==> config.mk <==
export PLATFORM = sky130hd
export DESIGN_NAME = softmax_max_buffer_flat
export DESIGN_NICKNAME = d
export VERILOG_FILES = /design/src/rtl/softmax_max_buffer_if.sv /design/src/rtl/softmax_max_buffer.sv /design/src/flat_wrapper.sv
export SDC_FILE = /design/constraint.sdc
export NUM_CORES = 1
export LEC_CHECK = 0
export CAP_MARGIN = 20
export CORE_AREA = 5 5 174 176
export CTS_CLUSTER_DIAMETER = 40
export CTS_CLUSTER_SIZE = 12
export DETAILED_ROUTE_END_ITERATION = 6
export DIE_AREA = 0 0 179 181
export HOLD_SLACK_MARGIN = 0.03
export PLACE_DENSITY = 0.86
export SLEW_MARGIN = 0
export SYNTH_ARGS = -nofsm -noshare
export SYNTH_HDL_FRONTEND = slang
export SYNTH_SLANG_ARGS = --single-unit
==> constraint.sdc <==
create_clock -name clock_i -period 7 [get_ports clock_i]
set_clock_uncertainty 0.2 [all_clocks]
set_input_delay 0.7 -clock clock_i [delete_from_list [all_inputs] [get_ports clock_i]]
set_output_delay 0.7 -clock clock_i [all_outputs]
set_load 0.01 [all_outputs]
==> src/rtl/softmax_max_buffer_if.sv <==
// Stream bus for softmax_max_buffer: input word stream, frame-max result and
// the replayed word stream with its valid/ready handshake.
interface softmax_max_buffer_if #(
  parameter int unsigned DATA_SIZE = 32
);
  logic                 start_i;
  logic [DATA_SIZE-1:0] data_i;
  logic                 ready_o;
  logic                 max_valid_o;
  logic [DATA_SIZE-1:0] max_o;
  logic                 ready_i;
  logic                 data_valid_o;
  logic [DATA_SIZE-1:0] data_o;
  logic                 last_o;

  modport master (
    output start_i, data_i, ready_i,
    input  ready_o, max_valid_o, max_o, data_valid_o, data_o, last_o
  );

  modport slave (
    input  start_i, data_i, ready_i,
    output ready_o, max_valid_o, max_o, data_valid_o, data_o, last_o
  );
endinterface

==> src/rtl/softmax_max_buffer.sv <==
// Buffers one frame of IEEE-754 words while tracking its maximum, then
// publishes the maximum and replays the frame in arrival order.
module softmax_max_buffer #(
  parameter int unsigned DATA_SIZE      = 32,
  parameter int unsigned NUMBER_OF_DATA = 10,
  parameter int unsigned ADDR_SIZE      = $clog2(NUMBER_OF_DATA)
) (
  input logic                 clock_i,
  input logic                 reset_n_i,
  softmax_max_buffer_if.slave bus
);

  typedef enum logic [1:0] {IDLE, LOAD, REPLAY} state_t;

  localparam logic [ADDR_SIZE-1:0] LAST_IDX = ADDR_SIZE'(NUMBER_OF_DATA - 1);

  state_t               state;
  logic [ADDR_SIZE-1:0] count;
  logic [ADDR_SIZE-1:0] rd_idx;
  logic [DATA_SIZE-1:0] run_max;
  logic [DATA_SIZE-1:0] mem [NUMBER_OF_DATA];

  logic                 accept_c;
  logic                 handshake_c;
  logic [ADDR_SIZE-1:0] rd_next_c;
  logic [DATA_SIZE-1:0] new_max_c;

  // IEEE-754 "a strictly greater than b"; signed zeros are equal, no NaN/inf handling.
  function automatic logic is_greater(input logic [DATA_SIZE-1:0] a,
                                      input logic [DATA_SIZE-1:0] b);
    logic                 sa, sb;
    logic [DATA_SIZE-2:0] ma, mb;
    sa = a[DATA_SIZE-1];
    sb = b[DATA_SIZE-1];
    ma = a[DATA_SIZE-2:0];
    mb = b[DATA_SIZE-2:0];
    if (ma == '0 && mb == '0) return 1'b0;
    if (sa != sb)             return ~sa;
    if (!sa)                  return ma > mb;
    return ma < mb;
  endfunction

  assign accept_c    = bus.start_i & bus.ready_o & (state != REPLAY);
  assign handshake_c = bus.data_valid_o & bus.ready_i;
  assign rd_next_c   = rd_idx + ADDR_SIZE'(1);
  assign new_max_c   = is_greater(bus.data_i, run_max) ? bus.data_i : run_max;

  // Frame storage; only written while loading, so never shared with a replay read.
  always_ff @(posedge clock_i) begin
    if (accept_c) mem[count] <= bus.data_i;
  end

  always_ff @(posedge clock_i or negedge reset_n_i) begin
    if (!reset_n_i) begin
      state            <= IDLE;
      count            <= '0;
      rd_idx           <= '0;
      run_max          <= '0;
      bus.ready_o      <= 1'b0;
      bus.max_valid_o  <= 1'b0;
      bus.max_o        <= '0;
      bus.data_valid_o <= 1'b0;
      bus.data_o       <= '0;
      bus.last_o       <= 1'b0;
    end else begin
      bus.max_valid_o <= 1'b0;
      case (state)
        IDLE: begin
          bus.ready_o <= 1'b1;
          if (accept_c) begin
            run_max <= bus.data_i;
            count   <= ADDR_SIZE'(1);
            state   <= LOAD;
          end
        end
        LOAD: begin
          bus.ready_o <= 1'b1;
          if (accept_c) begin
            run_max <= new_max_c;
            if (count == LAST_IDX) begin
              // Frame complete: publish max and present the first stored word together.
              count            <= '0;
              rd_idx           <= '0;
              state            <= REPLAY;
              bus.ready_o      <= 1'b0;
              bus.max_valid_o  <= 1'b1;
              bus.max_o        <= new_max_c;
              bus.data_valid_o <= 1'b1;
              bus.data_o       <= mem[0];
              bus.last_o       <= 1'b0;
            end else begin
              count <= count + ADDR_SIZE'(1);
            end
          end
        end
        REPLAY: begin
          if (handshake_c) begin
            if (rd_idx == LAST_IDX) begin
              state            <= IDLE;
              rd_idx           <= '0;
              bus.ready_o      <= 1'b1;
              bus.data_valid_o <= 1'b0;
              bus.last_o       <= 1'b0;
            end else begin
              rd_idx     <= rd_next_c;
              bus.data_o <= mem[rd_next_c];
              bus.last_o <= (rd_next_c == LAST_IDX);
            end
          end
        end
        default: state <= IDLE;
      endcase
    end
  end

endmodule
==> src/flat_wrapper.sv <==
// flat-port wrapper written by rule: the top's interface ports become plain ports
module softmax_max_buffer_flat 
#(
  parameter int unsigned DATA_SIZE      = 32,
  parameter int unsigned NUMBER_OF_DATA = 10,
  parameter int unsigned ADDR_SIZE      = $clog2(NUMBER_OF_DATA)
)
  (clock_i, reset_n_i, bus_start_i, bus_data_i, bus_ready_i, bus_ready_o, bus_max_valid_o, bus_max_o, bus_data_valid_o, bus_data_o, bus_last_o);
  softmax_max_buffer_if #(.DATA_SIZE(DATA_SIZE)) bus_i ();
  input logic clock_i;
  input logic reset_n_i;
  input wire logic [$bits(bus_i.start_i)-1:0] bus_start_i;
  input wire logic [$bits(bus_i.data_i)-1:0] bus_data_i;
  input wire logic [$bits(bus_i.ready_i)-1:0] bus_ready_i;
  output wire logic [$bits(bus_i.ready_o)-1:0] bus_ready_o;
  output wire logic [$bits(bus_i.max_valid_o)-1:0] bus_max_valid_o;
  output wire logic [$bits(bus_i.max_o)-1:0] bus_max_o;
  output wire logic [$bits(bus_i.data_valid_o)-1:0] bus_data_valid_o;
  output wire logic [$bits(bus_i.data_o)-1:0] bus_data_o;
  output wire logic [$bits(bus_i.last_o)-1:0] bus_last_o;
  assign bus_i.start_i = bus_start_i;
  assign bus_i.data_i = bus_data_i;
  assign bus_i.ready_i = bus_ready_i;
  assign bus_ready_o = bus_i.ready_o;
  assign bus_max_valid_o = bus_i.max_valid_o;
  assign bus_max_o = bus_i.max_o;
  assign bus_data_valid_o = bus_i.data_valid_o;
  assign bus_data_o = bus_i.data_o;
  assign bus_last_o = bus_i.last_o;
  softmax_max_buffer #(.DATA_SIZE(DATA_SIZE), .NUMBER_OF_DATA(NUMBER_OF_DATA), .ADDR_SIZE(ADDR_SIZE)) u_core (.clock_i(clock_i), .reset_n_i(reset_n_i), .bus(bus_i));
endmodule
==> summary.txt, run 1 <==
FMAX - 226.4 MHz
Mapped Area - 0.01786 mm2
internal power - 5.267 mW
number of global-route vias before repair - 11,290
Detail Route Antenna Nets - 0
TritonCTS Buffers - 46
Comb power frac - 21.4%
Finished Core Util - 73.31%
drt via density - 6.518
P_sw - 2.091 mW
core area - 0.02847 mm2
Clk pwr share - 31.6%
most common cell after layout, fill and taps aside - edfxtp_1
commonest non-fill, non-tap cells in the layout - 320 x edfxtp_1, 109 x dfrtp_1, 102 x clkdlybuf4s50_1
TritonCTS clock tree - done
first-pass detailed-route iteration total - 5
Final WS setup - 2.583 ns
max_cap viols - 0
CTS max path bufs - 3
layout cell share with drive strength beyond 1 - 13.74%
vias - 10,850
area share of the largest cell type after synthesis - 53.81%
Final #Nets - 1,314
Setup crit end kind - flip-flop
total clock sinks - 430
Gate Count Post-Synth - 1,128
fin. max-slew vios - 0
Die Ht - 181 um
register area share after synthesis - 69.22%
number of placement rows - 62
final hold vios - 0
final worst-path cycle share - 63.10%
power per standard cell area - 352.5 mW/mm2
Avg Cell Area, Syn - 15.83 um2
DR iter-0 viols - 1,159
Reg power frac - 47.0%
initial antenna violation count - 1
Net Count, Synth - 1,198
number of synthesized flops with an enable pin - 320
#FFs+latches synth - 430
ys flop type - edfxtp_1
Layout area overhead - 16.88%
Post-synth ARST share - 25.58%
die area - 0.03240 mm2
Yosys warnings - 0
Setup violations, final - 0
Worst setup SP type - primary input
CP required - 7.23 ns
Final Wtd Congestion - 0.8429
pre-CTS WS - 2.112 ns
Pleak - 7.234 nW
detailed placer's ending HPWL - 23.04 mm
Starting Density - 62.73%
first-pass GRT wire length - 66.55 mm
CTS H-tree lvls - 2
Total Wirelength - 42.92 mm
Die X-Extent - 179 um
total grt overflow - 0
Max FO, Critical Path - 31
Post-CTS Setup Inserts - 0
largest net degree at the start of global routing - 77
total track usage - 27.12%
clk slew on worst S/H paths - 0.06 ns
worst min-delay path category - flip-flop to flip-flop
PortBufs - 103
final worst path period need - 4.417 ns
sw frac - 28.42%
synth top area cells - edfxtp_1 54%, dfrtp_1 15%, mux4_2 8.1%, mux2i_1 3.5%, a211oi_1 2.7%
Worst-Skew Late Latency - 0.55 ns
critical path arrival - 4.65 ns
Max rail drop VDD - 0.2557 mV
RSZ-0062 raised after global routing - no
Netlist cell types - 46
Slew @ Worst Pin - 0.9130 ns
wire per inst - 25.78 um
outcome - complete, no violations
Residual DRC - 0
WHS - 0.2761 ns
Fin Setup TNS - 0 ns
worst rel slew slack - 38.85%
post-synth top area cell - edfxtp_1
CTS root buffer - clkbuf_16
Ant. Diodes - 0
IO Pins - 104
crit path kind - primary input to flip-flop
-- layer usage --
metal  global-route usage, %  routed length (um)  vias to the layer above
met5                       0                  13                        -
met4                   9.610                1668                        2
met3                   4.975                3784                      126
met2                   43.71               20820                      665
li1                        -                   -                     4619
met1                   37.71               16640                     5440
-- cells by family (layout without fill, tap and decap cells) --
logic type	after synthesis	count (layout)	share of synthesized area, %
adders and majority gates	34	34	2.382
DFF	430	430	69.22
buffers and inverters	100	253	2.312
xor gates and xnor gates	2	2	0.09811
and+or+nand+nor	196	196	5.381
muxes	157	157	13.50
AOI/OAI and AO/OA	209	209	7.104
-- path summary, 6_finish.rpt --
check                                      start  slack [ns]  cells after the start                    end
max                               bus_data_i[26]        2.58                      9     u_core.run_max[23]
min                        u_core.bus.data_o[13]        0.28                      2  u_core.bus.data_o[13]
max reg2reg                   u_core.run_max[24]        3.06                      9     u_core.run_max[23]
min reg2reg                u_core.bus.data_o[13]        0.28                      2  u_core.bus.data_o[13]
max in group asynchronous              reset_n_i        4.80                      3   u_core.bus.data_o[8]
min in group asynchronous              reset_n_i        0.50                      2   u_core.bus.max_o[15]
-- synthesized netlist by cell type (2+ instances only) --
master    instances
o21ai_0          50
a211oi_1         64
mux2i_1          62
nor2_1           48
a221oi_1          2
or3_1             3
clkbuf_1         50
nor4_1           20
ha_1             34
a21oi_1          77
mux2_1           30
mux4_2           64
inv_1            37
nor2b_1          33
buf_6             3
nand3_1           7
buf_2             3
dfrtp_1         110
buf_4             3
nor3_1            9
a21o_1            4
xor2_1            2
buf_1             4
edfxtp_1        320
nand4_1          12
nand2b_1          5
nand2_1          53
-- critical path: stages --
cell and delay, ns:
clkdlybuf4s50_1 0.70, ha_1 0.47, nand4_1 0.17, nor4_1 0.77, o41a_1 0.29, o21bai_1 0.10
a221oi_4 0.32, a21o_2 0.68, mux2_2 0.41
-- per-stage QoR --
| step | instances | total power [mW] | area, um2 |
|---|---|---|---|
| after floorplan | 1128 | 4.326 | 17860 |
| after global placement | 1577 | 4.960 | 19380 |
| after global routing | 1665 | 7.699 | 20870 |
| final | 1665 | 7.358 | 20870 |
| after CTS | 1663 | 7.371 | 20830 |
| after detailed placement | 1577 | 5.036 | 19380 |
-- power groups by stage --
| stage | combinational, mW | sequential (mW) | clock [mW] |
|---|---|---|---|
| 2_1_floorplan | 0.850 | 3.48 | 0 |
| 3_3_place_gp | 1.50 | 3.46 | 0 |
| 3_5_place_dp | 1.56 | 3.48 | 0 |
| 4_1_cts | 1.58 | 3.45 | 2.34 |
| 5_1_grt | 1.73 | 3.50 | 2.47 |
| 6_report | 1.57 | 3.46 | 2.32 |
-- area by class of cell --
class / count / area [um2]
clock buffer: 71 / 1296
sequential: 430 / 12370
clock inverter: 14 / 137.6
tap: 384 / 480.5
inverter: 37 / 138.9
multi-input combinational: 598 / 5180
timing repair buffer: 131 / 1274
fill: 1627 / 7597
-- sequential cells by signal, summed over array words and instances, names as in the netlist --
| signal | flops |
|---|---|
| u_core.state | 2 |
| u_core.rd_idx | 4 |
| u_core.bus.last_o | 1 |
| u_core.bus.data_o | 32 |
| u_core.run_max | 32 |
| u_core.mem | 320 |
| u_core.bus.max_valid_o | 1 |
| u_core.bus.ready_o | 1 |
| u_core.bus.max_o | 32 |
| u_core.bus.data_valid_o | 1 |
| u_core.count | 4 |
-- what timing repair did --
action                    CTS  global route
hold buffers                1             0
hold endpoints to repair   45             0
resized for setup           0             0
No activity file was read; power rests on OpenSTA's default activity.
==> inputs of run 2 (changes only) <==
--- a/config.mk
+++ b/config.mk
@@ -6,13 +6,13 @@
 export NUM_CORES = 1
 export LEC_CHECK = 0
 export CAP_MARGIN = 20
-export CORE_AREA = 5 5 174 176
+export CORE_AREA = 5 5 180 182
 export CTS_CLUSTER_DIAMETER = 40
 export CTS_CLUSTER_SIZE = 12
 export DETAILED_ROUTE_END_ITERATION = 6
-export DIE_AREA = 0 0 179 181
+export DIE_AREA = 0 0 185 187
 export HOLD_SLACK_MARGIN = 0.03
-export PLACE_DENSITY = 0.86
+export PLACE_DENSITY = 0.81
 export SLEW_MARGIN = 0
 export SYNTH_ARGS = -nofsm -noshare
 export SYNTH_HDL_FRONTEND = slang
==> constraint.sdc (replaced) <==
create_clock -name clock_i -period 4.5 [get_ports clock_i]
set_clock_uncertainty 0.2 [all_clocks]
set_input_delay 0.45 -clock clock_i [delete_from_list [all_inputs] [get_ports clock_i]]
set_output_delay 0.45 -clock clock_i [all_outputs]
set_load 0.01 [all_outputs]
==> summary.txt, run 2 (synthesis gave the netlist of run 1 again) <==
outcome - complete, no violations
reg2reg setup slack - 0.79 ns
worst reg2reg path depth - 11
largest net degree at the start of global routing - 103
Layout area overhead - 18.89%
RSZ-0062 raised after global routing - no
die area - 0.03460 mm2
total clock sinks - 430
Starting Density - 58.69%
final hold vios - 0
Finished Core Util - 69.77%
clk slew on worst S/H paths - 0.06 ns
first-pass GRT wire length - 67.09 mm
power per standard cell area - 550.1 mW/mm2
final worst-path cycle share - 82.51%
PortBufs - 103
wire per inst - 25.70 um
max_cap viols - 0
worst r2r src - u_core.run_max[19]
first-pass detailed-route iteration total - 5
Setup violations, final - 0
fin. max-slew vios - 0
internal power - 8.364 mW
Total Wirelength - 44.02 mm
Pleak - 7.439 nW
Max rail drop VDD - 0.4203 mV
drt via density - 6.340
Final Wtd Congestion - 0.8524
Die X-Extent - 185 um
Slew @ Worst Pin - 1.044 ns
sw frac - 28.39%
PostCTS Resize Cnt - 0
RR Endpoint - u_core.bus.max_o[27]
Fin Setup TNS - 0 ns
Fill cells - 1,934
DR iter-0 viols - 1,068
number of placement rows - 64
Final #Nets - 1,350
most common cell after layout, fill and taps aside - edfxtp_1
Final WS setup - 0.7871 ns
Max FO, Critical Path - 23
FMAX - 269.3 MHz
Detail Route Antenna Nets - 0
total power - 11.68 mW
Clk pwr share - 32.4%
CP required - 4.68 ns
WHS - 0.2069 ns
CTS max path bufs - 3
IO Pins - 104
critical path arrival - 3.90 ns
TritonCTS Buffers - 49
Ant. Diodes - 0
Comb power frac - 21.5%
total grt overflow - 0
Setup crit end kind - flip-flop
Inst Count DP - 1,624
initial antenna violation count - 2
TritonCTS clock tree - done
Reg power frac - 46.1%
final worst path period need - 3.713 ns
Largest register FFs - 320
Worst-Skew Late Latency - 0.54 ns
Worst setup SP type - flip-flop
pre-CTS WS - 0.3970 ns
commonest non-fill, non-tap cells in the layout - 320 x edfxtp_1, 109 x dfrtp_1, 102 x clkdlybuf4s50_1
Residual DRC - 0
DP Area - 0.01969 mm2
CTS H-tree lvls - 2
total track usage - 25.66%
non-filler cells, final - 1,713
worst min-delay path category - primary input to asynchronous set/reset pin
core area - 0.03043 mm2
Final Cell Area - 0.02123 mm2
detailed placer's ending HPWL - 25.63 mm
layout cell share with drive strength beyond 1 - 16.25%
number of global-route vias before repair - 11,280
Die Ht - 187 um
Biggest register - u_core.mem
vias - 10,860
worst rel slew slack - 30.39%
P_sw - 3.315 mW
CTS root buffer - clkbuf_16
crit path kind - flip-flop to flip-flop
run 2: how the worst max path moves through the flow:
stage	start	end	slack, ns	cells after the start
global route	u_core.run_max[19]	u_core.bus.max_o[27]	0.56	11
detailed placement	bus_data_i[22]	u_core.bus.max_o[24]	0.40	11
global placement	bus_data_i[20]	u_core.run_max[24]	0.51	11
finish	u_core.run_max[19]	u_core.bus.max_o[27]	0.79	11
floorplan	u_core.state[0]	u_core.mem[0][0]	0.36	5
CTS	u_core.run_max[19]	u_core.bus.max_o[27]	0.77	11
run 2: per-layer routing:
layer,wire (um),track usage (%)
met5,27,0
met4,1542,8.554
met3,4121,4.940
met2,21490,41.27
met1,16840,35.79
run 2: repair_timing:
item / in CTS / in global routing
endpoints found under the hold margin: 34 / 0
hold buffers: 1 / 0
buffers inserted: 0 / 0
run 2: final cells by class:
cell class | count | area, um2 | share of cell area [%]
clock buffer | 73 | 1379 | 6.494
sequential | 430 | 12370 | 58.24
tap | 396 | 495.5 | 2.334
multi-input combinational | 598 | 5194 | 24.46
timing repair buffer | 164 | 1501 | 7.072
clock inverter | 15 | 157.7 | 0.7425
inverter | 37 | 138.9 | 0.6541
run 2: power groups by stage:
stage	logic [mW]	clock network (mW)	registers [mW]
after floorplan	1.33	0	5.40
after global placement	2.40	0	5.41
after detailed placement	2.50	0	5.42
after CTS	2.53	3.83	5.37
after global routing	2.76	4.00	5.45
final	2.51	3.78	5.38
run 2: critical path: stages (launching register included):
cell,delay (ns)
dfrtp_1,0.49
inv_1,0.16
ha_1,0.22
a21oi_1,0.14
o21ai_0,0.25
a221oi_1,0.43
o21ai_0,0.17
or3_1,0.41
a221oi_4,0.31
buf_4,0.42
mux2i_1,0.25
a21oi_1,0.10
